### config.mk
export PLATFORM = sky130hd
export DESIGN_NAME = psum_accum_writer
export DESIGN_NICKNAME = d
export VERILOG_FILES = /design/src/rtl/psum_accum_writer.sv
export SDC_FILE = /design/constraint.sdc
export NUM_CORES = 1
export LEC_CHECK = 0
export CORE_AREA = 2 2 219 221
export DETAILED_ROUTE_END_ITERATION = 10
export DIE_AREA = 0 0 221 223
export SETUP_SLACK_MARGIN = 0.3
export SYNTH_ARGS = -nofsm -noshare
export SYNTH_HDL_FRONTEND = slang
export SYNTH_SLANG_ARGS = --single-unit
### constraint.sdc
create_clock -name clk -period 5.9 [get_ports clk]
set_input_delay 1.18 -clock clk [delete_from_list [all_inputs] [get_ports clk]]
set_output_delay 1.18 -clock clk [all_outputs]
set_load 0.02 [all_outputs]
### src/rtl/psum_accum_writer.sv
// psum_accum_writer
//
// Accumulates signed partial sums from the kernel-channel PE array into a
// psum BRAM over P passes of N outputs each. Pass 0 overwrites each word with
// the sign-extended psum. Later passes read the old word and write back the
// signed saturating sum.
//
// Ports:
//   clk, rst            clock (rising edge) and asynchronous active-low reset
//   i_conf_ctrl         bit0 start (0->1 edge), bit1 soft clear
//   i_conf_outputsize   last output index per pass (N-1)
//   i_conf_numpass      number of passes minus one (P-1)
//   o_conf_status       bit0 busy, bit1 done, bit2 sticky saturation
//   i_psum_valid/_data  upstream psum stream
//   o_psum_ready        high only in RUN
//   mem_raddr/mem_odat  BRAM read port (1-cycle latency, read-first)
//   mem_waddr/mem_idat  BRAM write port
//   mem_wren, mem_enb   byte write enables (all or none), BRAM enable
//   dbg_state           current FSM state (IDLE=0, RUN=1, DRAIN=2, DONE=3)
//
// Handshake: a beat transfers in any cycle where i_psum_valid and
// o_psum_ready are both high. The producer may hold valid high at any time;
// a beat offered while ready is low is neither consumed nor remembered.
//
// Pipeline for a beat accepted in cycle t:
//   t+1  stage 1: read address on mem_raddr
//   t+2  stage 2: mem_odat (or forwarded write data) added to the psum
//   t+3  stage 3: write driven on mem_waddr/mem_idat/mem_wren
module psum_accum_writer #(
  parameter int PSUM_WIDTH = 20,
  parameter int DATA_WIDTH = 32,
  parameter int ADDR_WIDTH = 32,
  parameter int REG_WIDTH  = 32
) (
  input  logic                  clk,
  input  logic                  rst,
  input  logic [REG_WIDTH-1:0]  i_conf_ctrl,
  input  logic [REG_WIDTH-1:0]  i_conf_outputsize,
  input  logic [REG_WIDTH-1:0]  i_conf_numpass,
  output logic [REG_WIDTH-1:0]  o_conf_status,
  input  logic                  i_psum_valid,
  input  logic [PSUM_WIDTH-1:0] i_psum_data,
  output logic                  o_psum_ready,
  output logic [ADDR_WIDTH-1:0] mem_raddr,
  input  logic [DATA_WIDTH-1:0] mem_odat,
  output logic [ADDR_WIDTH-1:0] mem_waddr,
  output logic [DATA_WIDTH-1:0] mem_idat,
  output logic [3:0]            mem_wren,
  output logic                  mem_enb,
  output logic [1:0]            dbg_state
);

  typedef enum logic [1:0] {
    S_IDLE  = 2'd0,
    S_RUN   = 2'd1,
    S_DRAIN = 2'd2,
    S_DONE  = 2'd3
  } state_t;

  localparam logic [DATA_WIDTH-1:0] SAT_MAX = {1'b0, {(DATA_WIDTH-1){1'b1}}};
  localparam logic [DATA_WIDTH-1:0] SAT_MIN = {1'b1, {(DATA_WIDTH-1){1'b0}}};

  state_t state, state_nxt;

  // Control
  logic                  start_q;
  logic                  start_edge;
  logic                  soft_clr;
  logic                  launch;
  logic                  accept;
  logic                  last_beat;
  logic [REG_WIDTH-1:0]  cfg_last_idx;
  logic [REG_WIDTH-1:0]  cfg_last_pass;
  logic [REG_WIDTH-1:0]  idx;
  logic [REG_WIDTH-1:0]  pass_cnt;
  logic                  sat_flag;

  // Datapath
  logic [ADDR_WIDTH-1:0] idx_addr;
  logic [ADDR_WIDTH-1:0] beat_addr;
  logic [DATA_WIDTH-1:0] psum_ext;
  logic                  s1_valid;
  logic [DATA_WIDTH-1:0] s1_psum;
  logic                  s1_first;
  logic                  s2_valid;
  logic [ADDR_WIDTH-1:0] s2_addr;
  logic [DATA_WIDTH-1:0] s2_psum;
  logic                  s2_first;
  logic                  w4_valid;
  logic [ADDR_WIDTH-1:0] w4_addr;
  logic [DATA_WIDTH-1:0] w4_data;
  logic [DATA_WIDTH-1:0] old_word;
  logic [DATA_WIDTH:0]   sum_wide;
  logic [DATA_WIDTH-1:0] wr_data;
  logic                  sat_hit;

  // Upper control bits are reserved.
  logic unused_ctrl;
  assign unused_ctrl = &{1'b0, i_conf_ctrl[REG_WIDTH-1:2]};

  assign start_edge = i_conf_ctrl[0] & ~start_q;
  assign soft_clr   = i_conf_ctrl[1];
  assign accept     = (state == S_RUN) && i_psum_valid;
  assign last_beat  = accept && (idx == cfg_last_idx) && (pass_cnt == cfg_last_pass);
  // A start edge only launches from IDLE/DONE; while busy it is ignored.
  assign launch     = start_edge && !soft_clr && ((state == S_IDLE) || (state == S_DONE));

  assign idx_addr  = ADDR_WIDTH'(idx);
  assign beat_addr = {idx_addr[ADDR_WIDTH-3:0], 2'b00};
  assign psum_ext  = DATA_WIDTH'($signed(i_psum_data));

  // ---------------------------------------------------------------------------
  // FSM
  // ---------------------------------------------------------------------------
  always_comb begin
    state_nxt = state;
    case (state)
      S_IDLE:  if (start_edge) state_nxt = S_RUN;
      S_RUN:   if (last_beat) state_nxt = S_DRAIN;
      // Once stage 1 is empty the last beat is in stage 2 and its write is
      // driven in the first DONE cycle, which is the third after acceptance.
      S_DRAIN: if (!s1_valid) state_nxt = S_DONE;
      S_DONE:  if (start_edge) state_nxt = S_RUN;
      default: state_nxt = S_IDLE;
    endcase
    if (soft_clr) state_nxt = S_IDLE;
  end

  always_ff @(posedge clk or negedge rst) begin
    if (!rst) begin
      state         <= S_IDLE;
      start_q       <= 1'b0;
      cfg_last_idx  <= '0;
      cfg_last_pass <= '0;
      idx           <= '0;
      pass_cnt      <= '0;
      sat_flag      <= 1'b0;
    end else begin
      state   <= state_nxt;
      start_q <= i_conf_ctrl[0];
      if (soft_clr) begin
        idx      <= '0;
        pass_cnt <= '0;
        sat_flag <= 1'b0;
      end else if (launch) begin
        idx           <= '0;
        pass_cnt      <= '0;
        sat_flag      <= 1'b0;
        cfg_last_idx  <= i_conf_outputsize;
        cfg_last_pass <= i_conf_numpass;
      end else begin
        if (accept) begin
          if (idx == cfg_last_idx) begin
            idx      <= '0;
            pass_cnt <= pass_cnt + REG_WIDTH'(1);
          end else begin
            idx <= idx + REG_WIDTH'(1);
          end
        end
        if (sat_hit) sat_flag <= 1'b1;
      end
    end
  end

  // ---------------------------------------------------------------------------
  // Stage-2 read-modify. The BRAM read for this beat was sampled on the edge
  // that also committed the write from the previous cycle (read-first, so the
  // old value), and the write in the current cycle has not committed yet.
  // Both are forwarded, the current-cycle write being the newer.
  // ---------------------------------------------------------------------------
  always_comb begin
    old_word = mem_odat;
    if (w4_valid && (w4_addr == s2_addr)) old_word = w4_data;
    if ((mem_wren == 4'hF) && (mem_waddr == s2_addr)) old_word = mem_idat;

    sum_wide = {old_word[DATA_WIDTH-1], old_word} + {s2_psum[DATA_WIDTH-1], s2_psum};
    wr_data  = sum_wide[DATA_WIDTH-1:0];
    sat_hit  = 1'b0;
    if (s2_first) begin
      wr_data = s2_psum;
    end else if (sum_wide[DATA_WIDTH] != sum_wide[DATA_WIDTH-1]) begin
      sat_hit = s2_valid;
      wr_data = sum_wide[DATA_WIDTH] ? SAT_MIN : SAT_MAX;
    end
  end

  always_ff @(posedge clk or negedge rst) begin
    if (!rst) begin
      s1_valid  <= 1'b0;
      mem_raddr <= '0;
      s1_psum   <= '0;
      s1_first  <= 1'b0;
      s2_valid  <= 1'b0;
      s2_addr   <= '0;
      s2_psum   <= '0;
      s2_first  <= 1'b0;
      mem_wren  <= 4'h0;
      mem_waddr <= '0;
      mem_idat  <= '0;
      w4_valid  <= 1'b0;
      w4_addr   <= '0;
      w4_data   <= '0;
    end else if (soft_clr) begin
      // Everything in flight is dropped; no write may follow a clear.
      s1_valid  <= 1'b0;
      mem_raddr <= '0;
      s1_psum   <= '0;
      s1_first  <= 1'b0;
      s2_valid  <= 1'b0;
      s2_addr   <= '0;
      s2_psum   <= '0;
      s2_first  <= 1'b0;
      mem_wren  <= 4'h0;
      mem_waddr <= '0;
      mem_idat  <= '0;
      w4_valid  <= 1'b0;
      w4_addr   <= '0;
      w4_data   <= '0;
    end else begin
      s1_valid <= accept;
      if (accept) begin
        mem_raddr <= beat_addr;
        s1_psum   <= psum_ext;
        s1_first  <= (pass_cnt == '0);
      end
      s2_valid <= s1_valid;
      s2_addr  <= mem_raddr;
      s2_psum  <= s1_psum;
      s2_first <= s1_first;
      mem_wren <= s2_valid ? 4'hF : 4'h0;
      if (s2_valid) begin
        mem_waddr <= s2_addr;
        mem_idat  <= wr_data;
      end
      w4_valid <= (mem_wren == 4'hF);
      w4_addr  <= mem_waddr;
      w4_data  <= mem_idat;
    end
  end

  // ---------------------------------------------------------------------------
  // Outputs
  // ---------------------------------------------------------------------------
  assign o_psum_ready  = (state == S_RUN);
  // The final write lands in the first DONE cycle, so the enable also
  // follows the write strobe.
  assign mem_enb       = (state == S_RUN) || (state == S_DRAIN) || (mem_wren != 4'h0);
  assign o_conf_status = REG_WIDTH'({sat_flag, (state == S_DONE),
                                     ((state == S_RUN) || (state == S_DRAIN))});
  assign dbg_state     = state;

endmodule

# == Yosys cells after proc, flatten, opt, wreduce, memory -nomap -nowiden ==
# Index checks and enable logic that the tools add are counted.
# W data, S select, Z words.
# op_classes
n_addsub,3
n_eq_ne,12
mux,43
bitwise_logic,3
reduce_logical,23
# ops
op,count
$mux W32,25
$eq A32 B32 Y1,4
$add A32 B1 Y32 const B,2
$add A32 B32 Y33,1
$logic_not A32 Y1,1
$mux W1,11
$reduce_bool A3 Y1,3
$mux W2,4
$mux W4,2
$logic_and A1 B1 Y1,7
$pmux W2 S3,1
$eq A2 B2 Y1 const B,2
$eq A4 B4 Y1 const B,1
$reduce_and A2 Y1,2
$reduce_bool A2 Y1,2
$reduce_bool A4 Y1,1
$logic_or A1 B1 Y1,3
$ne A3 B1 Y1 const B,1
$ne A3 B2 Y1 const B,1
$ne A3 B3 Y1 const B,1
$reduce_and A3 Y1,1
$eq A2 B1 Y1 const B,1
$logic_not A2 Y1,1
$not A1 Y1,2
4 further kinds,4
# totals
ff_bits,397
out_inout_bits,136
elab_cells,105

# == Logic depth before layout (Yosys ltp) ==
# Gate-level depths: netlist (run 1).
# depth
word_depth,11
mapped_depth,19
mapped_depth_nobuf,17

# == Worst setup path before layout (run 1) ==
# No wires, ideal clock.
# synth_path
kind,reg2reg
from,reg s2_addr[24]
to,reg mem_idat[28]
setup_time_ns,0.122
t_arrival_ns,4.278
required_ns,5.778
setup_slack_ns,1.500
path_stages_with_launch,19
synth_period_minus_slack_ns,4.400
cell_sequence,dfrtp_1 > xnor2_1 > nand4_1 > nor4_1 > nand4_1 > buf_1 > mux2i_1 > a21oi_1 > ha_1 > inv_1 > fa_1 > nand2b_1 > a21oi_1 > o211ai_2 > a2111oi_4 > nor2_2 > or4_4 > and2_1 > a32o_1
# synth_between
elab_chain_len,10
word_cells_on_any_way,13
cone_classes,1 x add/sub; 3 x eq/ne; 7 x mux; 2 x reduce/logical
# synth_rtl
item,line,text
"start, declared",86,logic [ADDR_WIDTH-1:0] s2_addr;
"start signal, assigned",227,s2_addr <= mem_raddr;
$eq A32 B32 Y1,173,if (w4_valid && (w4_addr == s2_addr)) old_word = w4_data;
$logic_and A1 B1 Y1,173,
$mux W32,173,
$mux W32 *,174,if ((mem_wren == 4'hF) && (mem_waddr == s2_addr)) old_word = mem_idat;
$add A32 B32 Y33 *,176,"sum_wide = {old_word[DATA_WIDTH-1], old_word} + {s2_psum[DATA_WIDTH-1], s2_psum};"
$mux W32 / $ne A1 B1 Y1 (equally long branches),"183, 181",
$mux W32 *,181,end else if (sum_wide[DATA_WIDTH] != sum_wide[DATA_WIDTH-1]) begin
$mux W32 *,179,if (s2_first) begin
$mux W32 *,231,if (s2_valid) begin
$mux W32 *,203,end else if (soft_clr) begin
"end signal, assigned",233,mem_idat <= wr_data;
"end, declared",47,"output logic [DATA_WIDTH-1:0] mem_idat,"
# Mark *: on every way between the ends. The rest lies on a longest branch, timed or not. The select of a mux whose other input is x is not followed.
# A chain may end at the register's enable or synchronous reset.

# == Final worst setup path (run 1) ==
# layout_path
from,reg s2_addr[9]
to,reg mem_idat[29]
# Same word-level chain as after synthesis.

==> impl_metrics.json, run 1 <==
{
  "h-tree-depth": 2,
  "p_per_area_nw_per_um2": 312,
  "dieArea_um2": 49300,
  "wl_met2_mm": 23.2,
  "synthFlopType": "dfrtp_1",
  "clkPwrFrac": 0.380,
  "via_per_inst": 5.10,
  "clk-insertion-delay-late_ns": 0.57,
  "r2r_end": "mem_idat[29]",
  "post-route-min-period_ns": 5.12,
  "yosysTopAreaCell": "dfrtp_1",
  "track_usage": 0.195,
  "yosysWarnings": 0,
  "initial_core_util": 0.393,
  "synth_edf_count": 0,
  "worstHoldPathCells": 1,
  "antenna_found_initial": 1,
  "grt_pass1_wl_mm": 76.6,
  "core_um2": 47100,
  "cts_resized": 0,
  "cts_num_sinks": 362,
  "min-delay-start": "s1_psum[4]",
  "maxCapViolations": 0,
  "clk_pin_slew_ns": 0.06,
  "vias": 13700,
  "skew_ns": 0.0233,
  "final.period_utilization": 0.868,
  "cp-end-kind": "register",
  "numCtsBuffers": 41,
  "r2r-start": "s2_addr[9]",
  "required_ns": 6.31,
  "yosysSeqAreaShare": 0.489,
  "crit_path_start_kind": "register",
  "wirelength_met1_mm": 21.7,
  "hpwl_mm": 34.9,
  "slew_headroom": 0.224,
  "drive_above_1_share": 0.0831,
  "rsz0062_at_grt": "false",
  "nNetsFinal": 2221,
  "drt_pass1_iterations": 5,
  "syn-cell-area_um2": 18500,
  "r2r_cells": 17,
  "highest-signal-layer": "met4",
  "finalPower_mw": 7.02,
  "die_w_um": 221,
  "synth_area_leaders": "dfrtp_1, xnor2_1, xor2_1",
  "drtIter0Drc": 749,
  "cp_max_fo": 58,
  "area_growth_pct": 21.8,
  "synth_common_cells": "dfrtp_1, nand2_1, nor2_1",
  "ant_nets": 0,
  "worstPathArrival_ns": 5.53,
  "fillerInstances": 4434,
  "r2r_setup_slack_ns": 0.78,
  "grt_pass1_vias": 13500,
  "clock-root-buffer": "clkbuf_16",
  "fin_setup_tns_ns": 0,
  "ios": 287,
  "worst_hold_slack_ns": 0.491,
  "clockBufferDepth": 3,
  "irDropWorstVdd_mv": 0.237,
  "hold_end": "s2_psum[4]",
  "tightest_slew_ns": 1.16,
  "async_flop_share": 1.00,
  "hold_buffers": 0,
  "met3_length_mm": 2.07,
  "status": "completed",
  "gp_congestion": 0.905,
  "power_frac_comb": 0.194,
  "wl_per_cell_um": 18.0,
  "synth_cell_type_count": 70,
  "cts_setup_buffers": 0,
  "switchingPower_mw": 1.99,
  "clock.fmax_mhz": 195,
  "port_buffers": 223,
  "drc": 0,
  "die_y_um": 223,
  "syn_inst": 1852,
  "cts_tree": "done",
  "worstSetupPathType": "reg -> reg",
  "maxSlewViolCount": 0,
  "hold_path.class": "reg -> reg",
  "synth_top_area_share": 0.489,
  "rows": 80,
  "power.leakage_nw": 10.1,
  "setup_violations": 0,
  "synth_area_per_cell_um2": 9.99,
  "switching_share": 0.283,
  "synthMostInstantiatedCell": "dfrtp_1",
  "hold_viol": 0,
  "grt_start_max_net_pins": 123,
  "n_antenna_cell": 0,
  "ys_seq_elements": 362,
  "p_seq_frac": 0.426,
  "routed_wl_mm": 48.2,
  "gr-total-overflow": 0,
  "intPower_mw": 5.04
}
## state kept, by name (all words and copies together) (netlist names), 2 cells and up
register	cells
mem_idat	32
idx	32
s2_addr	30
cfg_last_idx	32
mem_waddr	30
mem_raddr	30
w4_data	32
cfg_last_pass	32
s2_psum	20
pass_cnt	32
s1_psum	20
dbg_state	2
w4_addr	30
## cells in the final DEF (no fill, tap or decap), types with 24 or more instances in the layout
master           instances
a21oi_1                134
clkbuf_16               41
clkdlybuf4s50_1        221
conb_1                  33
dfrtp_1                361
ha_1                    38
inv_1                   24
mux2_2                  64
mux2i_1                 68
nand2_1                195
nand3_1                 39
nand4_1                 45
nor2_1                 144
nor2b_1                118
nor3_1                  42
nor4_1                  28
o21ai_0                 41
o31ai_1                 27
xnor2_1                 99
xor2_1                  90
## layer usage
| metal | global-route usage | vias to the layer above |
|---|---|---|
| li1 | - | 6662 |
| met1 | 0.260 | 6624 |
| met2 | 0.321 | 289 |
| met3 | 0.0365 | 75 |
| met4 | 0.0598 | 0 |
| met5 | 0 | - |
## power by group through the flow
stage / Sequential (mW) / Clock, mW / Combinational, mW
after global placement: 3.03 / 0 / 1.35
after global routing: 3.03 / 2.86 / 1.50
after floorplan: 2.97 / 0 / 0.952
after CTS: 3.00 / 2.75 / 1.38
after detailed placement: 3.04 / 0 / 1.37
final: 2.99 / 2.67 / 1.36
## stage by stage
stage	instances	utilization	instance area (µm²)	worst slack, ns
finish	2674	0.478	22500	0.779
global route	2674	0.478	22500	0.312
CTS	2674	0.478	22500	0.727
detailed placement	2603	0.448	21100	0.770
global placement	2603	0.448	21100	0.824
floorplan	1884	-	18600	1.50
## final cells by class
class / count / area (µm²) / area share
clock buffer: 57 / 1200 / 0.0531
clock inverter: 14 / 225 / 0.00999
inverter: 24 / 90.1 / 0.00400
multi-input combinational: 1359 / 8790 / 0.390
sequential: 362 / 9060 / 0.402
tap: 615 / 769 / 0.0341
timing repair buffer: 243 / 2410 / 0.107
## worst max-delay path, cell delays in order, from the launching register on
cell	delay, ns
dfrtp_1	0.41
xnor2_1	0.21
nand4_1	0.17
nor4_1	0.43
nand4_1	0.15
buf_4	0.20
buf_4	0.28
nor2_1	0.16
a21oi_1	0.05
ha_1	0.38
nor3_1	0.40
nor4b_1	0.12
a32oi_1	0.32
o21bai_2	0.19
a21o_1	0.31
or4_4	0.54
nand3_1	0.41
a22oi_1	0.16
## kinds of logic (layout without fill, tap and decap cells)
group,Yosys count,count (layout),synth area share
AO/OA/AOI/OAI,284,284,0.0934
XOR/XNOR,189,189,0.0894
adder cells (fa/ha/maj),39,39,0.0268
buffers and inverters,163,338,0.0427
flip-flops,362,362,0.489
multiplexers,133,133,0.0765
other,1,33,0.000203
AND/OR/NAND/NOR,681,681,0.182
## worst max-delay path by stage
| stage | from | to | slack (ns) |
|---|---|---|---|
| finish | s2_addr[9] | mem_idat[29] | 0.78 |
| global route | s2_addr[7] | mem_idat[19] | 0.31 |
| CTS | s2_addr[7] | mem_idat[29] | 0.73 |
| detailed placement | mem_odat[0] | mem_idat[29] | 0.77 |
| global placement | mem_odat[0] | mem_idat[29] | 0.82 |
| floorplan | s2_addr[24] | mem_idat[28] | 1.50 |
Note: power is estimated with default switching activity, not from simulation.
==> run 2, diff against run 1 <==
==> constraint.sdc (replaced) <==
create_clock -name clk -period 5.9 [get_ports clk]
set_input_delay 0.885 -clock clk [delete_from_list [all_inputs] [get_ports clk]]
set_output_delay 0.885 -clock clk [all_outputs]
set_load 0.02 [all_outputs]
==> run 2 against run 1 <==
  * Hold slack lost 0.13 ns
  * Fmax increased by 1.0%
  * Via count rose by 0.18%
  * Routed wire length rose by 0.54%
  * First-iteration DRC count grew 25%
  * Global-route usage down 0.053 points
  * Sequential share of layout area rose by 0.22 points
  * Register-to-register slack gained 0.05 ns
  * Highest routed layer unchanged
==> impl_metrics.json, run 2 (synthesis results as in run 1) <==
{
  "final.period_utilization": 0.859,
  "gp_congestion": 0.882,
  "fin_util": 0.476,
  "hold_viol": 0,
  "cts_setup_buffers": 0,
  "irDropWorstVdd_mv": 0.223,
  "routed_wl_mm": 48.4,
  "power_frac_comb": 0.199,
  "drtIter0Drc": 934,
  "hold_buffers": 0,
  "final_cell_mix": "dfrtp_1, clkdlybuf4s50_1, nand2_1",
  "via_per_inst": 5.12,
  "power.leakage_nw": 10.1,
  "numCtsBuffers": 40,
  "finalPower_mw": 6.82,
  "grt_start_max_net_pins": 116,
  "crit_path_start_kind": "register",
  "switchingPower_mw": 1.98,
  "p_seq_frac": 0.439,
  "wl_per_cell_um": 18.1,
  "clk_pin_slew_ns": 0.06,
  "track_usage": 0.194,
  "gr-total-overflow": 0,
  "clk-insertion-delay-late_ns": 0.57,
  "setup_violations": 0,
  "clkPwrFrac": 0.362,
  "drc": 0,
  "final_common_cell": "dfrtp_1",
  "maxSlewViolCount": 0,
  "intPower_mw": 4.84,
  "clock-root-buffer": "clkbuf_16",
  "crit_path_cell_trace": "xor2_1 -> nor4_1 -> nand4_1 -> buf_12 -> mux2i_1 -> a21oi_1 -> ha_1 -> inv_1 -> fa_1 -> nand2b_1 -> a21oi_1 -> o211ai_2 -> a2111oi_4 -> nor2_2 -> or4_4 -> nand3_1 -> o21ai_0",
  "h-tree-depth": 2,
  "cp-end-kind": "register",
  "status": "completed",
  "clock.fmax_mhz": 197,
  "core_um2": 47100,
  "fin_setup_tns_ns": 0,
  "slew_headroom": 0.270,
  "r2r_setup_slack_ns": 0.83,
  "rows": 80,
  "worstPathArrival_ns": 5.49,
  "antenna_found_initial": 0,
  "drive_above_1_share": 0.0797,
  "tightest_slew_ns": 1.09,
  "required_ns": 6.32,
  "post-route-min-period_ns": 5.07,
  "grt_pass1_vias": 13400,
  "r2r_end": "mem_idat[19]",
  "ios": 287,
  "crit_top_cell": "a21oi_1",
  "cts_tree": "done",
  "port_buffers": 223,
  "switching_share": 0.290,
  "clockBufferDepth": 3,
  "cp_max_fo": 32,
  "skew_ns": 0.0183,
  "drt_pass1_iterations": 5,
  "rsz0062_at_grt": "false",
  "hpwl_mm": 34.6,
  "r2r-start": "s2_addr[13]",
  "die_y_um": 223,
  "cts_resized": 0,
  "r2r_cells": 17,
  "slowest_stage": "nor4_1",
  "ant_nets": 0,
  "vias": 13700,
  "cts_num_sinks": 362,
  "initial_core_util": 0.393,
  "area_growth_pct": 21.2,
  "dieArea_um2": 49300,
  "maxCapViolations": 0,
  "die_w_um": 221,
  "grt_pass1_wl_mm": 76.2,
  "slowest_delay_ns": 0.50,
  "nNetsFinal": 2220,
  "n_antenna_cell": 0,
  "hold_path.class": "in -> async",
  "worstSetupPathType": "reg -> reg",
  "p_per_area_nw_per_um2": 304
}
run 2: stage by stage:
step	worst slack [ns]	cells	hold WS [ns]	instance area [µm²]
after global routing	0.468	2672	0.417	22400
after detailed placement	0.848	2603	0.480	21100
after floorplan	1.50	1884	0.464	18600
final	0.830	2672	0.361	22400
after CTS	0.822	2672	0.376	22400
after global placement	0.953	2603	0.482	21100
run 2: power groups by stage:
| stage | clock [mW] | sequential, mW | combinational (mW) |
|---|---|---|---|
| 2_1_floorplan | 0 | 2.97 | 0.952 |
| 3_3_place_gp | 0 | 3.03 | 1.35 |
| 3_5_place_dp | 0 | 3.04 | 1.37 |
| 4_1_cts | 2.53 | 3.00 | 1.38 |
| 5_1_grt | 2.63 | 3.03 | 1.50 |
| 6_report | 2.47 | 2.99 | 1.36 |
run 2: critical path: cells and delay by family, from the launching register on:
kind | cells | cell delay (ns)
adders and majority gates | 2 | 0.62
and+or+nand+nor | 6 | 1.90
xor gates and xnor gates | 1 | 0.18
buffers and inverters | 2 | 0.32
muxes | 1 | 0.15
AOI/OAI and AO/OA | 5 | 1.31
DFF | 1 | 0.43
run 2: final cells by class:
| type | instances | area, µm² |
|---|---|---|
| fill | 4455 | 24700 |
| sequential | 362 | 9060 |
| multi-input combinational | 1359 | 8790 |
| timing repair buffer | 243 | 2430 |
| clock buffer | 57 | 1130 |
| tap | 615 | 769 |
| clock inverter | 12 | 150 |
| inverter | 24 | 90.1 |
run 2: layer usage:
metal / up-vias / GRT usage / wire [µm]
met2: 273 / 0.321 / 23100
met4: 0 / 0.0624 / 1320
met3: 79 / 0.0295 / 1830
li1: 6653 / - / -
met1: 6670 / 0.262 / 22200
met5: - / 0 / 0
run 2: how the worst max path moves through the flow:
stage,from,to
6_report,s2_addr[13],mem_idat[19]
5_1_grt,s2_addr[13],mem_idat[10]
4_1_cts,s2_addr[13],mem_idat[19]
3_5_place_dp,s2_addr[13],mem_idat[29]
3_3_place_gp,s2_addr[13],mem_idat[29]
2_1_floorplan,s2_addr[24],mem_idat[28]
==> run 3, diff against run 2 <==
--- a/config.mk
+++ b/config.mk
@@ -8,7 +8,10 @@
 export CORE_AREA = 2 2 219 221
 export DETAILED_ROUTE_END_ITERATION = 10
 export DIE_AREA = 0 0 221 223
+export GPL_TIMING_DRIVEN = 0
 export SETUP_SLACK_MARGIN = 0.3
+export SKIP_LAST_GASP = 1
 export SYNTH_ARGS = -nofsm -noshare
 export SYNTH_HDL_FRONTEND = slang
 export SYNTH_SLANG_ARGS = --single-unit
+export TNS_END_PERCENT = 10
==> run 3 against run 2 <==
  * First-iteration DRC count is 4.8% lower
  * Setup slack got worse by 0.24 ns
  * Fmax down 4.4%
  * Clock power rose by 12%
  * Sequential cell count stayed put
  * Total power up 5.3%
  * Register-to-register slack lost 0.24 ns
  * Combinational power up 4%
  * Global-route usage is 1.8 points higher
  * Routed wire length grew 7.1%
  * Design area is 3.5% higher
==> impl_metrics.json, run 3 (synthesis results as in run 1) <==
{
  "status": "completed",
  "final_cell_mix": "dfrtp_1, clkdlybuf4s50_1, nand2_1",
  "cp_max_fo": 10,
  "final_common_cell": "dfrtp_1",
  "drc": 0,
  "die_w_um": 221,
  "hold_path.class": "in -> async",
  "worst_hold_slack_ns": 0.208,
  "pre_cts_slack_ns": -0.261,
  "skew_ns": 0.0278,
  "wl_per_cell_um": 18.5,
  "slowest_delay_ns": 0.73,
  "grt_pass1_vias": 14300,
  "clockBufferDepth": 3,
  "required_ns": 6.37,
  "cts_num_sinks": 362,
  "track_usage": 0.212,
  "clock-root-buffer": "clkbuf_16",
  "worstSetupPathType": "reg -> reg",
  "post-route-min-period_ns": 5.31,
  "crit_top_cell": "nand4_1",
  "fin_setup_tns_ns": 0,
  "area_growth_pct": 25.4,
  "r2r_end": "mem_idat[14]",
  "crit_family": "compound AO/OA/AOI/OAI gates",
  "cts_tree": "done",
  "grt_use_met2": 0.357,
  "hold_buffers": 0,
  "drt_pass1_iterations": 6,
  "numCtsBuffers": 41,
  "port_buffers": 222,
  "ios": 287,
  "gp_congestion": 0.918,
  "irDropWorstVdd_mv": 0.246,
  "tightest_slew_ns": 1.17,
  "power.leakage_nw": 10.5,
  "n_antenna_cell": 0,
  "r2r_setup_slack_ns": 0.59,
  "cp_num_buf_inv": 4,
  "final.period_utilization": 0.899,
  "setup_violations": 0,
  "slew_headroom": 0.217,
  "p_per_area_nw_per_um2": 309,
  "placed_area_um2": 21700,
  "h-tree-depth": 2,
  "drtIter0Drc": 889,
  "clk_pin_slew_ns": 0.06,
  "r2r-start": "mem_wren[2]",
  "crit_path_cell_trace": "nand4_1 -> nor4_1 -> nand4_1 -> buf_4 -> clkbuf_1 -> a21oi_1 -> ha_1 -> inv_1 -> fa_1 -> nand2b_1 -> a21oi_2 -> o211ai_2 -> a2111oi_4 -> o21a_1 -> mux2_4 -> buf_2 -> nor3_1 -> o31ai_1",
  "maxSlewViolCount": 0,
  "via_per_inst": 5.08,
  "initial_core_util": 0.393,
  "grt_use_met3": 0.0333,
  "ant_nets": 0,
  "clk-insertion-delay-late_ns": 0.59,
  "worstPathArrival_ns": 5.77,
  "rows": 80,
  "grt_util_met1": 0.282,
  "grt_pass1_wl_mm": 82.7,
  "nNetsFinal": 2347,
  "routed_wl_mm": 51.9,
  "clock.fmax_mhz": 188,
  "r2r_cells": 18,
  "crit_path_start_kind": "register",
  "grt_start_max_net_pins": 118,
  "gr-max-usage-layer": "met2",
  "dieArea_um2": 49300,
  "vias": 14200,
  "drive_above_1_share": 0.0974,
  "finalWorstSetupSlack_ns": 0.594,
  "rsz0062_at_grt": "false",
  "die_y_um": 223,
  "gr-total-overflow": 0,
  "hpwl_mm": 39.4,
  "maxCapViolations": 0,
  "final_area_um2": 23200,
  "cp-end-kind": "register",
  "antenna_found_initial": 0,
  "core_um2": 47100,
  "hold_viol": 0,
  "slowest_stage": "dfrtp_1"
}
[run 3: cell types whose count changed in the layout (fill, tap and decap cells not counted), sizes merged]
cell / change
inv: +4
buf: +53
clkbuf: +69
bufinv: +5
clkinvlp: +1
clkinv: -2
[run 3: cell type report]
cell class / count / area, µm²
plain buffers: 139 / 702
repair buffers: 230 / 2350
flip-flops and latches: 362 / 9060
inverters: 24 / 90.1
multi-input cells: 1359 / 8790
clock inverters: 20 / 333
fillers: 4443 / 23900
clock buffers: 53 / 1120
well taps: 615 / 769
[run 3: worst max path at each step]
stage | cells after the start | start | to
2_1_floorplan | 18 | s2_addr[24] | mem_idat[28]
3_3_place_gp | 1 | rst | w4_data[10]
3_5_place_dp | 16 | mem_wren[2] | mem_idat[30]
4_1_cts | 19 | s2_addr[15] | mem_idat[17]
5_1_grt | 19 | mem_wren[2] | mem_idat[14]
6_report | 18 | mem_wren[2] | mem_idat[14]
[run 3: timing repair]
action	4_1_cts	5_1_grt
pin swaps	2	0
setup buffers	5	0
gates resized for setup	1	3
endpoints found under the setup margin	30	29
[run 3: metrics by stage]
stage,instances,utilization,power (mW)
after floorplan,1884,-,3.92
after global placement,2721,0.459,4.44
after detailed placement,2724,0.460,4.46
after CTS,2802,0.492,7.27
after global routing,2802,0.492,7.55
final,2802,0.492,7.18
[run 3: metal layers]
layer,vias to the layer above,part of all wire
met2,316,0.49
met5,-,0
met4,0,0.026
met3,75,0.046
li1,6931,-
met1,6919,0.44
[run 3: power by group]
part | switching (mW) | internal [mW] | total, mW
sequential | 0.233 | 2.76 | 3.00
combinational | 0.744 | 0.668 | 1.41
clock | 1.10 | 1.67 | 2.77
[run 3: worst reg2reg max path, delay by kind of cell (launching register included)]
family	cells	cell delay, ns
AOI/OAI and AO/OA	6	1.67
adders and majority gates	2	0.65
buffers and inverters	4	0.82
DFF	1	0.73
muxes	1	0.25
and+or+nand+nor	5	1.09
